[config.mk]
export PLATFORM = sky130hd
export DESIGN_NAME = load_store_unit_flat
export DESIGN_NICKNAME = d
export VERILOG_FILES = /design/src/rtl/lsu_pkg.sv /design/src/rtl/load_store_unit_if.sv /design/src/rtl/lsu_align.sv /design/src/rtl/load_store_unit.sv /design/src/flat_wrapper.sv
export SDC_FILE = /design/constraint.sdc
export NUM_CORES = 1
export LEC_CHECK = 0
export CORE_ASPECT_RATIO = 1.25
export CORE_MARGIN = 3
export CORE_UTILIZATION = 49
export DETAILED_ROUTE_END_ITERATION = 10
export GPL_ROUTABILITY_DRIVEN = 0
export PLACE_DENSITY = 0.89
export SYNTH_ARGS = -nofsm -noshare
export SYNTH_HDL_FRONTEND = slang
export SYNTH_HIERARCHICAL = 1
export SYNTH_SLANG_ARGS = --single-unit
export TNS_END_PERCENT = 30
[constraint.sdc]
create_clock -name clk -period 2.8 [get_ports clk]
set_input_delay 0.56 -clock clk [delete_from_list [all_inputs] [get_ports clk]]
set_output_delay 0.56 -clock clk [all_outputs]
set_load 0.05 [all_outputs]
[src/rtl/lsu_pkg.sv]
// Shared definitions for the load/store unit: funct3 codes, FSM states, error codes
// and the request fault classifier.
package lsu_pkg;

    localparam logic [2:0] F3_B  = 3'b000;
    localparam logic [2:0] F3_H  = 3'b001;
    localparam logic [2:0] F3_W  = 3'b010;
    localparam logic [2:0] F3_BU = 3'b100;
    localparam logic [2:0] F3_HU = 3'b101;

    localparam logic [1:0] ERR_OK       = 2'b00;
    localparam logic [1:0] ERR_MISALIGN = 2'b01;
    localparam logic [1:0] ERR_FUNCT3   = 2'b10;
    localparam logic [1:0] ERR_BOUNDS   = 2'b11;

    typedef enum logic [1:0] {
        IDLE      = 2'd0,
        ACCESS    = 2'd1,
        RMW_WRITE = 2'd2,
        RESP      = 2'd3
    } lsu_state_t;

    // Priority: illegal funct3 > misalignment > out-of-bounds.
    function automatic logic [1:0] lsu_classify(input logic       write,
                                                input logic [2:0] f3,
                                                input logic [1:0] lo,
                                                input logic       oob);
        logic illegal;
        logic misalign;
        illegal  = (f3 == 3'b011) || (f3[2:1] == 2'b11) || (write && f3[2]);
        misalign = ((f3[1:0] == 2'b01) && lo[0]) || ((f3 == F3_W) && (lo != 2'b00));
        if (illegal)       return ERR_FUNCT3;
        else if (misalign) return ERR_MISALIGN;
        else if (oob)      return ERR_BOUNDS;
        else               return ERR_OK;
    endfunction

endpackage

[src/rtl/load_store_unit_if.sv]
// Request/response handshake and data-memory port bundle of the load/store unit.
// master = pipeline + memory side, slave = the load/store unit.
interface load_store_unit_if #(parameter int unsigned ADDR_W = 32);

    logic              req_valid;
    logic              req_ready;
    logic              req_write;
    logic [2:0]        req_funct3;
    logic [ADDR_W-1:0] req_addr;
    logic [31:0]       req_wdata;
    logic              resp_valid;
    logic [31:0]       resp_rdata;
    logic [1:0]        resp_err;
    logic              mem_read;
    logic              mem_write;
    logic [ADDR_W-1:0] mem_address;
    logic [31:0]       mem_write_data;
    logic [31:0]       mem_read_data;

    modport master (
        output req_valid, req_write, req_funct3, req_addr, req_wdata, mem_read_data,
        input  req_ready, resp_valid, resp_rdata, resp_err,
               mem_read, mem_write, mem_address, mem_write_data
    );

    modport slave (
        input  req_valid, req_write, req_funct3, req_addr, req_wdata, mem_read_data,
        output req_ready, resp_valid, resp_rdata, resp_err,
               mem_read, mem_write, mem_address, mem_write_data
    );

endinterface

[src/rtl/lsu_align.sv]
// Combinational lane logic: load extraction with sign/zero extension, and
// sub-word store merge into the previously read memory word.
module lsu_align
    import lsu_pkg::*;
(
    input  logic [2:0]  funct3,
    input  logic [1:0]  addr_lo,
    input  logic [31:0] word,
    input  logic [31:0] wdata,
    output logic [31:0] load_data,
    output logic [31:0] store_word
);

    logic [7:0]  byte_lane;
    logic [15:0] half_lane;

    always_comb begin
        byte_lane  = word[{addr_lo, 3'b000} +: 8];
        half_lane  = word[{addr_lo[1], 4'b0000} +: 16];
        load_data  = word;
        store_word = wdata;
        case (funct3)
            F3_B:    load_data = {{24{byte_lane[7]}}, byte_lane};
            F3_H:    load_data = {{16{half_lane[15]}}, half_lane};
            F3_BU:   load_data = {24'h000000, byte_lane};
            F3_HU:   load_data = {16'h0000, half_lane};
            default: load_data = word;
        endcase
        case (funct3)
            F3_B: begin
                store_word = word;
                store_word[{addr_lo, 3'b000} +: 8] = wdata[7:0];
            end
            F3_H: begin
                store_word = word;
                store_word[{addr_lo[1], 4'b0000} +: 16] = wdata[15:0];
            end
            default: store_word = wdata;
        endcase
    end

endmodule

[src/rtl/load_store_unit.sv]
// RV32I load/store unit in front of a word-addressed memory without byte enables.
// Define LSU_BOUNDS_CHECK_EN to fault word indices >= MEM_WORDS with error code 11.
module load_store_unit
    import lsu_pkg::*;
#(
    parameter int unsigned MEM_WORDS = 1024,
    parameter int unsigned ADDR_W    = 32
) (
    input  logic                clk,
    input  logic                rst_n,
    load_store_unit_if.slave    bus
);

`ifdef LSU_BOUNDS_CHECK_EN
    localparam bit BOUNDS_EN = 1'b1;
`else
    localparam bit BOUNDS_EN = 1'b0;
`endif

    lsu_state_t        state, state_next;
    logic              r_write;
    logic [2:0]        r_f3;
    logic [1:0]        r_lo;
    logic [31:0]       r_wdata;
    logic [1:0]        r_err;
    logic [ADDR_W-1:0] word_idx;
    logic              oob;
    logic [1:0]        req_err;
    logic              accept;
    logic              ready_c, resp_valid_c, mem_read_c, mem_write_c;
    logic [31:0]       load_data;
    logic [31:0]       store_word;

    assign word_idx = {2'b00, bus.req_addr[ADDR_W-1:2]};
    assign oob      = BOUNDS_EN && (word_idx >= ADDR_W'(MEM_WORDS));
    assign req_err  = lsu_classify(bus.req_write, bus.req_funct3, bus.req_addr[1:0], oob);
    assign accept   = bus.req_valid && ready_c;

    lsu_align u_align (
        .funct3     (r_f3),
        .addr_lo    (r_lo),
        .word       (bus.mem_read_data),
        .wdata      (r_wdata),
        .load_data  (load_data),
        .store_word (store_word)
    );

    always_ff @(posedge clk or negedge rst_n) begin
        if (!rst_n) state <= IDLE;
        else        state <= state_next;
    end

    // Faults still spend one quiet cycle in ACCESS so they share the 2-cycle load latency.
    always_comb begin
        state_next   = state;
        ready_c      = 1'b0;
        resp_valid_c = 1'b0;
        mem_read_c   = 1'b0;
        mem_write_c  = 1'b0;
        case (state)
            IDLE: begin
                ready_c = 1'b1;
                if (bus.req_valid) state_next = ACCESS;
            end
            ACCESS: begin
                state_next = RESP;
                if (r_err == ERR_OK) begin
                    if (!r_write) begin
                        mem_read_c = 1'b1;
                    end else if (r_f3 == F3_W) begin
                        mem_write_c = 1'b1;
                    end else begin
                        mem_read_c = 1'b1;
                        state_next = RMW_WRITE;
                    end
                end
            end
            RMW_WRITE: begin
                mem_write_c = 1'b1;
                state_next  = RESP;
            end
            RESP: begin
                resp_valid_c = 1'b1;
                state_next   = IDLE;
            end
            default: state_next = IDLE;
        endcase
    end

    assign bus.req_ready  = ready_c;
    assign bus.resp_valid = resp_valid_c;
    assign bus.mem_read   = mem_read_c;
    assign bus.mem_write  = mem_write_c;

    always_ff @(posedge clk or negedge rst_n) begin
        if (!rst_n) begin
            r_write            <= 1'b0;
            r_f3               <= '0;
            r_lo               <= '0;
            r_wdata            <= '0;
            r_err              <= ERR_OK;
            bus.resp_rdata     <= '0;
            bus.resp_err       <= ERR_OK;
            bus.mem_address    <= '0;
            bus.mem_write_data <= '0;
        end else begin
            if (accept) begin
                r_write <= bus.req_write;
                r_f3    <= bus.req_funct3;
                r_lo    <= bus.req_addr[1:0];
                r_wdata <= bus.req_wdata;
                r_err   <= req_err;
                if (req_err == ERR_OK) begin
                    bus.mem_address <= word_idx;
                    if (bus.req_write && (bus.req_funct3 == F3_W))
                        bus.mem_write_data <= bus.req_wdata;
                end
            end
            if (state == ACCESS) begin
                if (mem_read_c && r_write) begin
                    bus.mem_write_data <= store_word;
                end else begin
                    bus.resp_rdata <= (mem_read_c && !r_write) ? load_data : '0;
                    bus.resp_err   <= r_err;
                end
            end
            if (state == RMW_WRITE) begin
                bus.resp_rdata <= '0;
                bus.resp_err   <= ERR_OK;
            end
        end
    end

endmodule

[src/flat_wrapper.sv]
// flat-port wrapper written by rule: the top's interface ports become plain ports
module load_store_unit_flat import lsu_pkg::*;
#(
    parameter int unsigned MEM_WORDS = 1024,
    parameter int unsigned ADDR_W    = 32
)
  (clk, rst_n, bus_req_valid, bus_req_write, bus_req_funct3, bus_req_addr, bus_req_wdata, bus_mem_read_data, bus_req_ready, bus_resp_valid, bus_resp_rdata, bus_resp_err, bus_mem_read, bus_mem_write, bus_mem_address, bus_mem_write_data);
  load_store_unit_if #(.ADDR_W(ADDR_W)) bus_i ();
  input  logic clk;
  input  logic rst_n;
  input wire logic [$bits(bus_i.req_valid)-1:0] bus_req_valid;
  input wire logic [$bits(bus_i.req_write)-1:0] bus_req_write;
  input wire logic [$bits(bus_i.req_funct3)-1:0] bus_req_funct3;
  input wire logic [$bits(bus_i.req_addr)-1:0] bus_req_addr;
  input wire logic [$bits(bus_i.req_wdata)-1:0] bus_req_wdata;
  input wire logic [$bits(bus_i.mem_read_data)-1:0] bus_mem_read_data;
  output wire logic [$bits(bus_i.req_ready)-1:0] bus_req_ready;
  output wire logic [$bits(bus_i.resp_valid)-1:0] bus_resp_valid;
  output wire logic [$bits(bus_i.resp_rdata)-1:0] bus_resp_rdata;
  output wire logic [$bits(bus_i.resp_err)-1:0] bus_resp_err;
  output wire logic [$bits(bus_i.mem_read)-1:0] bus_mem_read;
  output wire logic [$bits(bus_i.mem_write)-1:0] bus_mem_write;
  output wire logic [$bits(bus_i.mem_address)-1:0] bus_mem_address;
  output wire logic [$bits(bus_i.mem_write_data)-1:0] bus_mem_write_data;
  assign bus_i.req_valid = bus_req_valid;
  assign bus_i.req_write = bus_req_write;
  assign bus_i.req_funct3 = bus_req_funct3;
  assign bus_i.req_addr = bus_req_addr;
  assign bus_i.req_wdata = bus_req_wdata;
  assign bus_i.mem_read_data = bus_mem_read_data;
  assign bus_req_ready = bus_i.req_ready;
  assign bus_resp_valid = bus_i.resp_valid;
  assign bus_resp_rdata = bus_i.resp_rdata;
  assign bus_resp_err = bus_i.resp_err;
  assign bus_mem_read = bus_i.mem_read;
  assign bus_mem_write = bus_i.mem_write;
  assign bus_mem_address = bus_i.mem_address;
  assign bus_mem_write_data = bus_i.mem_write_data;
  load_store_unit #(.MEM_WORDS(MEM_WORDS), .ADDR_W(ADDR_W)) u_core (.clk(clk), .rst_n(rst_n), .bus(bus_i));
endmodule
==> run_results.csv, run 1 <==
group,metric,value,unit
routing,ant_nets,0,
timing,min_period_over_period,95.2,%
synth,synth_top_cell_area_share,45.0,%
finish,area_delta_synth_final,36.0,%
clock_network,h-tree-depth,4,
pwr,net-switching-power,6.31,mW
hold_path,hold_class,"reg -> reg",
clock_network,clk_latency,430,ps
routing,routed_wirelength,23000,um
global_route,grt_use_total,26.7,%
pwr,p_leak,4.44,nW
timing,finalSetupViolations,0,
clock_network,post_cts_buffers,0,
floorplan,io_pins,205,
routing,dr.pass1.iters,7,
critical_path,crit_path_end_kind,"output port",
placed_design,portBuffers,202,
routing,vias,6722,
global_route,grt_pass1_vias,6692,
run_status,outcome,"complete, no violations",
critical_path,cp-start-kind,"flip-flop",
finish,fin_area,10500,um2
timing,timing.hold.ws,469,ps
placed_design,dp.cells,1136,
finish,fin_cells,1168,
finish,drive_above_1_share,14.3,%
clock_network,cts.sinks,138,
critical_path,required,2240,ps
synth,yosys_warnings,6,
routing,first_iter_violations,654,
clock_network,cts_buffers,17,
global_route,grt_max_degree,67,
finish,utilization,69.0,%
critical_path,cp.arrival,2110,ps
global_route,antenna_found_initial,0,
placed_design,hpwl,16500,um
timing,hold_viol_final,0,
timing,tightestPinTransition,699,ps
synth,synth.most_common_cell,"dfrtp_1",
timing,max_freq,0.375,GHz
clock_network,clk_path_buf_depth,2,
global_route,grt_overflow,0,
routing,route.detailed.drc,0,
timing,rsz0062_at_grt,"false",
synth,synth-seq-cells,138,
clock_network,postCtsHoldBufs,1,
clock_network,ctsResizeCount,0,
synth,ys.flop_type,"dfrtp_1",
synth,ys_types,56,
synth,synthesis.area,7680,um2
pwr,combPwrFrac,56.4,%
job,maxCapViolations,0,
pwr,seqPwrFrac,26.5,%
floorplan,fp.dieH,146,um
clock_network,cts-root-buf,"clkbuf_16",
floorplan,start_util,50.7,%
pwr,ir_drop,0.000850,V
synth,avgSynthCellArea,10.1,um2
timing,relSlewSlack,53.4,%
finish,antenna_cells,0,
routing,via_per_inst,5.76,
placed_design,placed_area,9840,um2
synth,async_flop_share,100,%
critical_path,critical_path_class,"reg -> out",
pwr,power_density,1290,nW/um2
floorplan,dieArea,17200,um2
pwr,p_clk_share,17.1,%
finish,nNetsFinal,1061,
synth,netlist_top_cells_area,"dfrtp_1 (45%), mux2_2 (10%), mux2i_1 (8.1%), nand2_1 (5.7%), a21oi_1 (3.0%)",
floorplan,row_count,50,
timing,finalMaxSlewViolations,0,
timing,fin_setup_tns,0,ps
routing,wire_per_inst,19.7,um
critical_path,path_max_fanout,5,
synth,synth_edf_count,0,
synth,synth_common_cells,"dfrtp_1 (138), nand2_1 (117), mux2_2 (70)",
synth,synth-seq-area-share,45.0,%
clock_network,cts_tree,"done",
floorplan,die_w,118,um
synth,syn_inst,763,
timing,finClkSkew,6.98,ps
timing,layout_min_cycle_time,2670,ps
pwr,internal_power,7.22,mW
global_route,grt_pass1_wl,36300,um
synth,synth_top_area_cell,"dfrtp_1",
pwr,swShare,46.6,%
floorplan,core-area,15100,um2
clock_network,path_clk_slew,60,ps
stage by stage:
step,power (mW),worst slack [ps]
6_report,13.5,133
5_1_grt,14.2,49.5
4_1_cts,13.5,109
3_5_place_dp,11.1,324
3_3_place_gp,10.9,361
2_1_floorplan,8.89,355
critical path, cell delays in order (launching register included):
cell and delay [ps]:
dfrtp_1 410, inv_1 150, ha_1 270, clkdlybuf4s50_1 850
power by group through the flow:
stage          registers (mW)  logic (mW)  clock network [mW]
6_report                 3.58        7.63                2.31
5_1_grt                  3.69        8.06                2.44
4_1_cts                  3.58        7.60                2.35
3_5_place_dp             3.59        7.53                   0
3_3_place_gp             3.54        7.40                   0
2_1_floorplan            5.31        3.59                   0
per-layer routing:
layer | global-route usage (%) | share of wire (%) | up-vias
li1 | - | - | 3076
met1 | 33.1 | 38 | 3240
met2 | 44.8 | 51 | 346
met3 | 6.57 | 7.9 | 60
met4 | 10.9 | 3.2 | 0
met5 | 0 | 0 | -
cells in the final DEF, fill, tap and decap left out, types with 10 or more instances in the layout:
cell type	instances
clkdlybuf4s50_1	199
o21ai_0	24
a211oi_1	12
nand2_1	117
mux2i_1	62
nand3b_1	10
nor2b_1	23
a22o_1	13
dfrtp_1	137
inv_1	18
nor2_1	50
a221oi_1	13
ha_1	10
o21ai_1	16
and3b_1	10
clkbuf_16	17
buf_4	19
mux2_2	70
a21oi_1	46
final cells by class:
class / instances / area, um2
multi-input cells: 548 / 3820
repair buffers: 224 / 2240
fillers: 1154 / 4690
flip-flops and latches: 138 / 3450
inverters: 19 / 71.3
well taps: 208 / 260
clock buffers: 21 / 460
clock inverters: 10 / 143
path summary, 6_finish.rpt:
path	startpoint	end	slack [ps]	cells after the start
max	u_core/state[0]$_DFFE_PN0P_	bus_req_ready	130	3
min	u_core/bus.resp_err[0]$_DFFE_PN0P_	u_core/bus.resp_err[0]$_DFFE_PN0P_	470	2
max reg2reg	u_core/r_lo[1]$_DFFE_PN0N_	u_core/bus.mem_write_data[22]$_DFF_PN0_	330	8
min reg2reg	u_core/bus.resp_err[0]$_DFFE_PN0P_	u_core/bus.resp_err[0]$_DFFE_PN0P_	470	2
max in group asynchronous	rst_n	u_core/r_err[0]$_DFFE_PN0N_	1560	3
min in group asynchronous	rst_n	u_core/bus.resp_rdata[17]$_DFFE_PN0P_	540	2
registers in the layout, indices dropped and copies added (netlist names):
name	cells
u_core/bus.resp_err	2
u_core/bus.mem_address	30
u_core/r_lo	2
u_core/bus.resp_rdata	32
u_core/r_err	2
u_core/r_wdata	32
u_core/r_f3	3
u_core/state	2
u_core/bus.mem_write_data	32
u_core/r_write	1
kinds of logic after synthesis:
kind of cell	synth area share, %
AOI/OAI and AO/OA	14.1
adders and majority gates	1.63
buffers and inverters	5.37
DFF	45.0
muxes	18.8
other	0.0488
and+or+nand+nor	15.1
(Power assumes the default switching activity.)
==> run 2: changes to the inputs <==
--- a/config.mk
+++ b/config.mk
@@ -5,6 +5,7 @@
 export SDC_FILE = /design/constraint.sdc
 export NUM_CORES = 1
 export LEC_CHECK = 0
+export CAP_MARGIN = 30
 export CORE_ASPECT_RATIO = 1.25
 export CORE_MARGIN = 3
 export CORE_UTILIZATION = 49
==> results of run 2 <==
No change in the layout: final DEF, timing and power equal those of run 1.
